<file path="config.mk">
export PLATFORM = sky130hd
export DESIGN_NAME = clk_rate_meter
export DESIGN_NICKNAME = d
export VERILOG_FILES = /design/src/rtl/clk_rate_meter.sv
export SDC_FILE = /design/constraint.sdc
export NUM_CORES = 1
export LEC_CHECK = 0
export ABC_CLOCK_PERIOD_IN_PS = 2800
export BUFFER_PORTS_ARGS = -buffer_cell sky130_fd_sc_hd__buf_4
export CORE_MARGIN = 2
export CORE_UTILIZATION = 59
export DETAILED_ROUTE_END_ITERATION = 16
export PLACE_DENSITY = 0.78
export SYNTH_ARGS = -nofsm -noshare
export SYNTH_HDL_FRONTEND = slang
export SYNTH_SLANG_ARGS = --single-unit
</file>
<file path="constraint.sdc">
create_clock -name ifclk -period 2.8 [get_ports ifclk]
set_input_delay 0.42 -clock ifclk [delete_from_list [all_inputs] [get_ports ifclk]]
set_output_delay 0.42 -clock ifclk [all_outputs]
set_load 0.005 [all_outputs]
</file>
<file path="src/rtl/clk_rate_meter.sv">
// ----------------------------------------------------------------------------
// clk_rate_meter
//
// Rate meter for the clocking block outputs. An asynchronous probe (normally
// a divided toggle of a generated clock) is synchronised into ifclk. Its rising
// edges are counted over a fixed gate window of GATE_CYCLES ifclk cycles. Each
// completed window publishes its count with a one-cycle strobe and a range
// verdict. Windows run back to back while enable stays high.
//
// Ports
//   ifclk      in   sole clock
//   reset_n    in   asynchronous active-low reset
//   enable     in   measurement enable, synchronous to ifclk
//   sig_in     in   asynchronous probe, frequency below ifclk/2
//   count      out  edge count of the last completed window (saturating)
//   valid      out  one-cycle strobe, high in the cycle count is updated
//   freq_ok    out  MIN_COUNT <= count <= MAX_COUNT for the last window
//   saturated  out  edge counter reached all-ones in the last window
//   busy       out  state is not IDLE
//
// State table
//   state   | meaning
//   IDLE    | counters held at 0, waiting for enable
//   WARMUP  | 4 cycles, edges ignored so synchroniser start-up is never counted
//   MEASURE | gate window running, edges accumulated
// ----------------------------------------------------------------------------
module clk_rate_meter #(
  parameter int GATE_CYCLES = 48000,
  parameter int GATE_WIDTH  = 16,
  parameter int COUNT_WIDTH = 16,
  parameter int MIN_COUNT   = 0,
  parameter int MAX_COUNT   = 2**COUNT_WIDTH - 1
) (
  input  logic                   ifclk,
  input  logic                   reset_n,
  input  logic                   enable,
  input  logic                   sig_in,
  output logic [COUNT_WIDTH-1:0] count,
  output logic                   valid,
  output logic                   freq_ok,
  output logic                   saturated,
  output logic                   busy
);

  typedef enum logic [1:0] {
    IDLE    = 2'd0,
    WARMUP  = 2'd1,
    MEASURE = 2'd2
  } state_t;

  // The gate counter counts down the cycles left in the window; zero marks
  // the terminal cycle.
  localparam logic [GATE_WIDTH-1:0]  GATE_LAST = GATE_WIDTH'(GATE_CYCLES - 1);
  localparam logic [1:0]             WARM_LAST = 2'd3;
  localparam logic [COUNT_WIDTH-1:0] EDGE_MAX  = '1;
  localparam logic [COUNT_WIDTH-1:0] MIN_C     = COUNT_WIDTH'(MIN_COUNT);
  localparam logic [COUNT_WIDTH-1:0] MAX_C     = COUNT_WIDTH'(MAX_COUNT);

  state_t                 state;
  logic                   s1;
  logic                   s2;
  logic                   s3;
  logic                   edge_det;
  logic [1:0]             warm_cnt;
  logic [GATE_WIDTH-1:0]  gate_cnt;
  logic [COUNT_WIDTH-1:0] edge_cnt;
  logic [COUNT_WIDTH-1:0] edge_next;
  logic                   above_min;
  logic                   below_max;

  // Synchroniser plus history flop; runs regardless of state.
  always_ff @(posedge ifclk or negedge reset_n) begin
    if (!reset_n) begin
      s1 <= 1'b0;
      s2 <= 1'b0;
      s3 <= 1'b0;
    end else begin
      s1 <= sig_in;
      s2 <= s1;
      s3 <= s2;
    end
  end

  assign edge_det = s2 & ~s3;

  // Saturating accumulate. In the terminal cycle this is also the value that
  // closes the window, so an edge there lands in the closing window.
  assign edge_next = (edge_det && (edge_cnt != EDGE_MAX)) ?
                     edge_cnt + COUNT_WIDTH'(1) : edge_cnt;

  // Bounds that cover the whole count range are tied off rather than compared,
  // avoiding always-true unsigned comparisons.
  generate
    if (MIN_COUNT <= 0) begin : g_min_open
      assign above_min = 1'b1;
    end else begin : g_min_cmp
      assign above_min = (edge_next >= MIN_C);
    end
    if (MAX_COUNT >= (2**COUNT_WIDTH - 1)) begin : g_max_open
      assign below_max = 1'b1;
    end else begin : g_max_cmp
      assign below_max = (edge_next <= MAX_C);
    end
  endgenerate

  always_ff @(posedge ifclk or negedge reset_n) begin
    if (!reset_n) begin
      state     <= IDLE;
      warm_cnt  <= '0;
      gate_cnt  <= '0;
      edge_cnt  <= '0;
      count     <= '0;
      valid     <= 1'b0;
      freq_ok   <= 1'b0;
      saturated <= 1'b0;
      busy      <= 1'b0;
    end else begin
      valid <= 1'b0;
      if (!enable) begin
        // Any partial window is dropped; published results are kept.
        state    <= IDLE;
        busy     <= 1'b0;
        warm_cnt <= '0;
        gate_cnt <= '0;
        edge_cnt <= '0;
      end else begin
        case (state)
          IDLE: begin
            state    <= WARMUP;
            busy     <= 1'b1;
            warm_cnt <= WARM_LAST;
          end
          WARMUP: begin
            if (warm_cnt == 2'd0) begin
              state    <= MEASURE;
              gate_cnt <= GATE_LAST;
              edge_cnt <= '0;
            end else begin
              warm_cnt <= warm_cnt - 2'd1;
            end
          end
          MEASURE: begin
            if (gate_cnt == '0) begin
              valid     <= 1'b1;
              count     <= edge_next;
              freq_ok   <= above_min & below_max;
              saturated <= (edge_next == EDGE_MAX);
              gate_cnt  <= GATE_LAST;
              edge_cnt  <= '0;
            end else begin
              gate_cnt <= gate_cnt - GATE_WIDTH'(1);
              edge_cnt <= edge_next;
            end
          end
          default: begin
            state    <= IDLE;
            busy     <= 1'b0;
            warm_cnt <= '0;
            gate_cnt <= '0;
            edge_cnt <= '0;
          end
        endcase
      end
    end
  end

endmodule
</file>
==> out/qor.yml, run 1 <==
clock_tree.buffer_depth: 2
grt_pass1_wl_um: 12000
timing.final.setup_violations: 0
hpwlAfterDp_um: 4850
synth_top_cells_by_count: "59 x sky130_fd_sc_hd__dfrtp_1, 54 x sky130_fd_sc_hd__o21ai_0, 49 x sky130_fd_sc_hd__nand2_1"
ys_seq_elements: 59
detail-route-antenna-nets: 0
grt_pass1_vias: 2653
max_freq_mhz: 411
path_depth: 7
remaining_drc_errors: 0
yosysWarningCount: 0
viasPerCell: 5.80
critical_path_required_ns: 3.07
top_level_i_o_count: 24
initial_standard_cell_utilization_of_the_core_pct: 61.6
final-max-slew-violation-count: 0
cts.sinks: 59
die-area_um2: 6410
design.final.nets: 419
synth.avg_cell_area_um2: 8.92
path_clk_slew_ns: 0.07
vias: 2802
core-area_um2: 5540
critical_path_class: "flop to flop"
initialDrtViolationCount: 134
rrSetupSlack_ns: 0.36
synth.most_common_cell: "sky130_fd_sc_hd__dfrtp_1"
crit_path_cell_trace: "ha_1 > nand4_2 > nor4_1 > mux2i_1 > a311oi_1 > nand4_1 > o21ai_1"
antenna_found_initial: 0
fp.dieH_um: 80.1
critical_path_peak_fanout: 9
power.density_nw_per_um2: 883
final_hold_viol_count: 0
critical_path.reg2reg.startpoint: "edge_cnt[0]"
cts-buffers-inserted: 9
grt_setup_unrepaired: "no"
cts_hold_buffers: 0
crit_path_start_kind: "flop"
timing_worst_slew_pin_value_ns: 0.717
worst_ir_drop_vdd_uv: 651
share_of_post_route_cells_with_drive_strength_above_1_pct: 16.1
worstPathBufferInverterCount: 0
p_total_w: 0.00339
largest_net_degree_at_the_start_of_global_routing: 60
critical-path-slowest-cell: "sky130_fd_sc_hd__nor4_1"
syn_std_cell_area_um2: 3410
end_kind: "flop"
post-synth-top-area-cell: "sky130_fd_sc_hd__dfrtp_1"
cell_types_occupying_the_most_area_after_synthesis: "sky130_fd_sc_hd__dfrtp_1 43%, sky130_fd_sc_hd__o21ai_0 7.9%, sky130_fd_sc_hd__nand2_1 5.4%"
detailedRoute.firstPassIterationCount: 5
timing.hold.worst.class: "primary input to async pin"
synth_cells: 383
htree_num_levels: 3
syn_nets: 395
grt-ovfl-total: 0
yosys.cell_types.count: 62
leakagePower_nw: 1.66
arrival_ns: 2.71
run_status: "finished clean"
yosysSeqAreaShare_pct: 43.2
cts.repair_timing.setup_buffer_count: 0
r2r.worst_path.cells: 7
timing.setup.tns_ns: 0
die_w_um: 80.1
finalCriticalPeriod_ns: 2.44
diodes: 0
areaGrowthSynthToFinish_pct: 12.3
slew_headroom_pct: 52.2
synth_flop_cell: "sky130_fd_sc_hd__dfrtp_1"
synth_largest_type_area_fraction_pct: 43.2
cap_viol_max_count: 0
drt_wl_total_um: 7090
gr-usage-all-layers_pct: 24.4
buffer_ports.inserted: 23
ys_async_sr_fraction_pct: 100
core.rowCount: 27
clock_insertion_delay_at_the_later_pin_of_the_skew_report_ns: 0.34
post_cts.resized_instances: 0
critical_path.reg2reg.endpoint: "saturated"
cp_slowest_stage_delay_ns: 0.52
synth_enable_flop_cells: 0
fin_skew_ns: 0.0112
hold-worst-slack_ns: 0.137
cts_root_buf: "sky130_fd_sc_hd__clkbuf_8"
cts_tree: "built"
critical-path-top-delay-family: "simple AND/OR/NAND/NOR gates"
final.period_utilization_pct: 87.0
routedWlPerCell_um: 14.7
gp_routability_congestion: 0.893
## power by group
part / leakage (nW) / switching, W / internal [W]
registers: 0.806 / 0.000106 / 0.000966
clock network: 0.0995 / 0.000325 / 0.000454
logic: 0.757 / 0.000906 / 0.000628
## worst max path at each step
stage | start | to
3_5_place_dp | edge_cnt[0] | saturated
6_report | edge_cnt[0] | saturated
2_1_floorplan | edge_cnt[0] | saturated
3_3_place_gp | edge_cnt[0] | saturated
4_1_cts | edge_cnt[0] | saturated
5_1_grt | edge_cnt[0] | saturated
## worst reg2reg max path: cells and delay by family, from the launching register on
| kind | cells | cell delay (ns) |
|---|---|---|
| AND/OR/NAND/NOR | 3 | 0.92 |
| flip-flops | 1 | 0.49 |
| AO/OA/AOI/OAI | 2 | 0.43 |
| adder cells (fa/ha/maj) | 1 | 0.32 |
| multiplexers | 1 | 0.21 |
## stage by stage
step / worst slack (ns) / std cells / utilization (%) / cell area (um^2)
2_1_floorplan: 0.538 / 383 / - / 3410
3_3_place_gp: 0.419 / 468 / 65.7 / 3640
3_5_place_dp: 0.375 / 468 / 65.7 / 3640
4_1_cts: 0.366 / 483 / 69.2 / 3840
5_1_grt: 0.121 / 483 / 69.2 / 3840
6_report: 0.365 / 483 / 69.2 / 3840
## final cells by class
cell class	count	area, um^2
Multi-Input combinational cell	288	1760
Fill cell	430	1700
Sequential cell	59	1480
Timing Repair Buffer	36	270
Clock buffer	13	159
Tap cell	72	90.1
Inverter	13	48.8
Clock inverter	2	35.0
## state kept, by name, indices dropped and copies added, names as in the netlist
name / flops
warm_cnt: 2
s3: 1
edge_cnt: 16
gate_cnt: 16
valid: 1
busy: 1
s2: 1
state: 2
count: 16
saturated: 1
freq_ok: 1
s1: 1
## placed cells by master, fill, tap and decap left out, drive strengths merged, types with 3 or more instances in the layout
master	instances
nor4	5
a31oi	5
dfrtp	59
ha	8
o22ai	3
inv	13
xnor2	13
nor3	14
mux2i	6
or3	5
clkbuf	13
nand2	50
xor2	8
a21oi	23
and2	3
nand4	6
buf	36
nor2	32
nand3	13
o21ai	55
## cell families after synthesis
group | count (synthesis) | synth area share [%]
simple gates | 144 | 22.2
compound gates | 108 | 18.9
flops | 59 | 43.2
buf+inv | 36 | 5.31
xor+xnor | 21 | 5.39
fa+ha+maj | 8 | 2.93
mux | 7 | 2.09
## metal layers
layer	part of all wire [%]	wire length, um	GRT usage (%)	vias to the layer above
met5	0	0	0	-
met4	2.0	139	10.2	0
met3	3.7	264	5.73	12
met2	48	3430	40.3	56
met1	46	3260	30.9	1327
li1	-	-	-	1407
Power figures use the tool's default switching activity.
==> run 2: changes to the inputs <==
Settings changed: CORE_UTILIZATION 59 to 33, PLACE_DENSITY 0.78 to default.
==> run 2 against run 1 <==
Net effect: sequential power is essentially flat; clock power shrank 15%; die area grew 74%; largest power group unchanged; highest routed layer unchanged.
==> out/qor.yml, run 2 (synthesis results as in run 1) <==
run_status: "finished clean"
grt-ovfl-total: 0  # unchanged
crit_path_cell_trace: "or4_1 > nor3_1 > buf_4 > a2111o_1 > o21ai_0 > a32o_1"
critical-path-slowest-cell: "sky130_fd_sc_hd__or4_1"
drt_wl_total_um: 7880  # +11%
cts_root_buf: "sky130_fd_sc_hd__clkbuf_8"
final_cell_mix: "59 x sky130_fd_sc_hd__dfrtp_1, 54 x sky130_fd_sc_hd__o21ai_0, 49 x sky130_fd_sc_hd__nand2_1"
critical_path_required_ns: 3.01  # -0.06 ns
gp_routability_congestion: 0.859  # -3.9%
timing.final.setup_violations: 0  # unchanged
viasPerCell: 5.20  # -10%
worstPathBufferInverterCount: 1  # +1
slew_headroom_pct: 49.5  # -2.7 points
worst_setup_path_start: "gate_cnt[8]"
largest_net_degree_at_the_start_of_global_routing: 60  # unchanged
critical_path_peak_fanout: 16  # +7
hpwlAfterDp_um: 5360  # +10%
timing.hold.worst.class: "primary input to async pin"
leakagePower_nw: 1.64  # -1.2%
layout_top_registers: "count x16, edge_cnt x16, gate_cnt x16"
fin_cells: 547  # +13%
fp.dieH_um: 106  # +32%
routedWlPerCell_um: 14.4  # -1.9%
p_total_w: 0.00328  # -3.1%
top_level_i_o_count: 24  # unchanged
finalCriticalPeriod_ns: 2.45  # +0.0143 ns
fin_skew_ns: 0.0124  # +0.00116 ns
timing_worst_slew_pin_value_ns: 0.758  # +0.0412 ns
cap_viol_max_count: 0  # unchanged
antenna_found_initial: 0  # unchanged
core-area_um2: 10200  # +84%
path_clk_slew_ns: 0.07  # about the same
clock_tree.buffer_depth: 2  # unchanged
nFillCells: 1072  # +150%
initialDrtViolationCount: 154  # +15%
cts-buffers-inserted: 9  # unchanged
design.final.nets: 419  # unchanged
grt_pass1_wl_um: 13600  # +13%
cts_hold_buffers: 0  # unchanged
grt_pass1_vias: 2853  # +7.5%
remaining_drc_errors: 0  # unchanged
die_w_um: 106  # +32%
areaGrowthSynthToFinish_pct: 13.9
vias: 2844  # +1.5%
timing.setup.tns_ns: 0  # unchanged
gr-usage-all-layers_pct: 15.3  # -9.1 points
place.detailed.instances: 532  # +14%
critical_path_class: "flop to flop"
critical-path-top-delay-family: "compound AO/OA/AOI/OAI gates"
diodes: 0  # unchanged
final.period_utilization_pct: 87.5  # +0.51 points
detail-route-antenna-nets: 0  # unchanged
core.rowCount: 37  # +37%
cp_slowest_stage_delay_ns: 0.57  # +0.05 ns
end_kind: "flop"
detailedRoute.firstPassIterationCount: 4  # -1
worst_ir_drop_vdd_uv: 437  # -33%
layout.cells.most_common: "sky130_fd_sc_hd__dfrtp_1"
post_cts.resized_instances: 0  # unchanged
buffer_ports.inserted: 23  # unchanged
initial_standard_cell_utilization_of_the_core_pct: 33.5  # -28 points
cts.sinks: 59  # unchanged
grt_setup_unrepaired: "no"
crit_path_start_kind: "flop"
critical_path.reg2reg.startpoint: "gate_cnt[8]"
cts_tree: "built"
cts.repair_timing.setup_buffer_count: 0  # unchanged
htree_num_levels: 3  # unchanged
share_of_post_route_cells_with_drive_strength_above_1_pct: 16.1  # unchanged
final_hold_viol_count: 0  # unchanged
max_freq_mhz: 408  # -0.58%
power.density_nw_per_um2: 844  # -4.4%
arrival_ns: 2.66  # -0.05 ns
die-area_um2: 11200  # +74%
final-max-slew-violation-count: 0  # unchanged
clock_insertion_delay_at_the_later_pin_of_the_skew_report_ns: 0.34  # about the same
## run 2: cell types whose count changed in the layout (fill, tap and decap cells not counted)
cell	before	now
sky130_fd_sc_hd__nor4_1	3	2
sky130_fd_sc_hd__nor4_2	1	2
sky130_fd_sc_hd__clkbuf_8	11	10
sky130_fd_sc_hd__clkinvlp_4	0	1
sky130_fd_sc_hd__clkbuf_1	2	3
sky130_fd_sc_hd__bufinv_16	1	0
## run 2: power breakdown
| part | internal (W) | switching (W) |
|---|---|---|
| registers | 0.000966 | 0.000104 |
| clock network | 0.000340 | 0.000322 |
| logic | 0.000630 | 0.000921 |
| total | 0.00194 | 0.00135 |
## run 2: per-layer routing
layer | wire length (um) | GRT usage, % | up-vias
li1 | - | - | 1407
met1 | 3620 | 19.4 | 1375
met2 | 3820 | 24.8 | 46
met3 | 271 | 4.39 | 16
met4 | 167 | 5.55 | 0
met5 | 0 | 0 | -
## run 2: worst reg2reg max path: cells and delay by family, from the launching register on
| family | cells | cell delay [ns] |
|---|---|---|
| AOI/OAI and AO/OA | 3 | 0.96 |
| and+or+nand+nor | 2 | 0.74 |
| buffers and inverters | 1 | 0.21 |
| DFF | 1 | 0.41 |
## run 2: path summary, 6_finish.rpt
check,to,slack (ns),depth (start not counted)
setup / recovery,edge_cnt[1],0.35,6
hold / removal,valid,0.15,1
setup reg to reg,edge_cnt[1],0.35,6
hold reg to reg,s2,0.36,0
max in group asynchronous,state[0],2.15,1
min in group ifclk,s1,0.19,1
## run 2: layout make-up
cell class / instances / area (um^2) / area share [%]
Tap cell: 136 / 170 / 4.37
Timing Repair Buffer: 36 / 270 / 6.95
Inverter: 13 / 48.8 / 1.25
Clock inverter: 2 / 12.5 / 0.322
Sequential cell: 59 / 1480 / 38.0
Multi-Input combinational cell: 288 / 1760 / 45.3
Clock buffer: 13 / 149 / 3.83
## run 2: per-stage QoR
stage | util [%] | hold slack (ns) | instance area (um^2) | setup slack (ns)
floorplan | - | 0.124 | 3410 | 0.538
global placement | 36.5 | 0.334 | 3720 | 0.439
detailed placement | 36.5 | 0.347 | 3720 | 0.371
CTS | 38.1 | 0.175 | 3880 | 0.345
global route | 38.2 | 0.171 | 3890 | 0.0997
finish | 38.2 | 0.154 | 3890 | 0.351
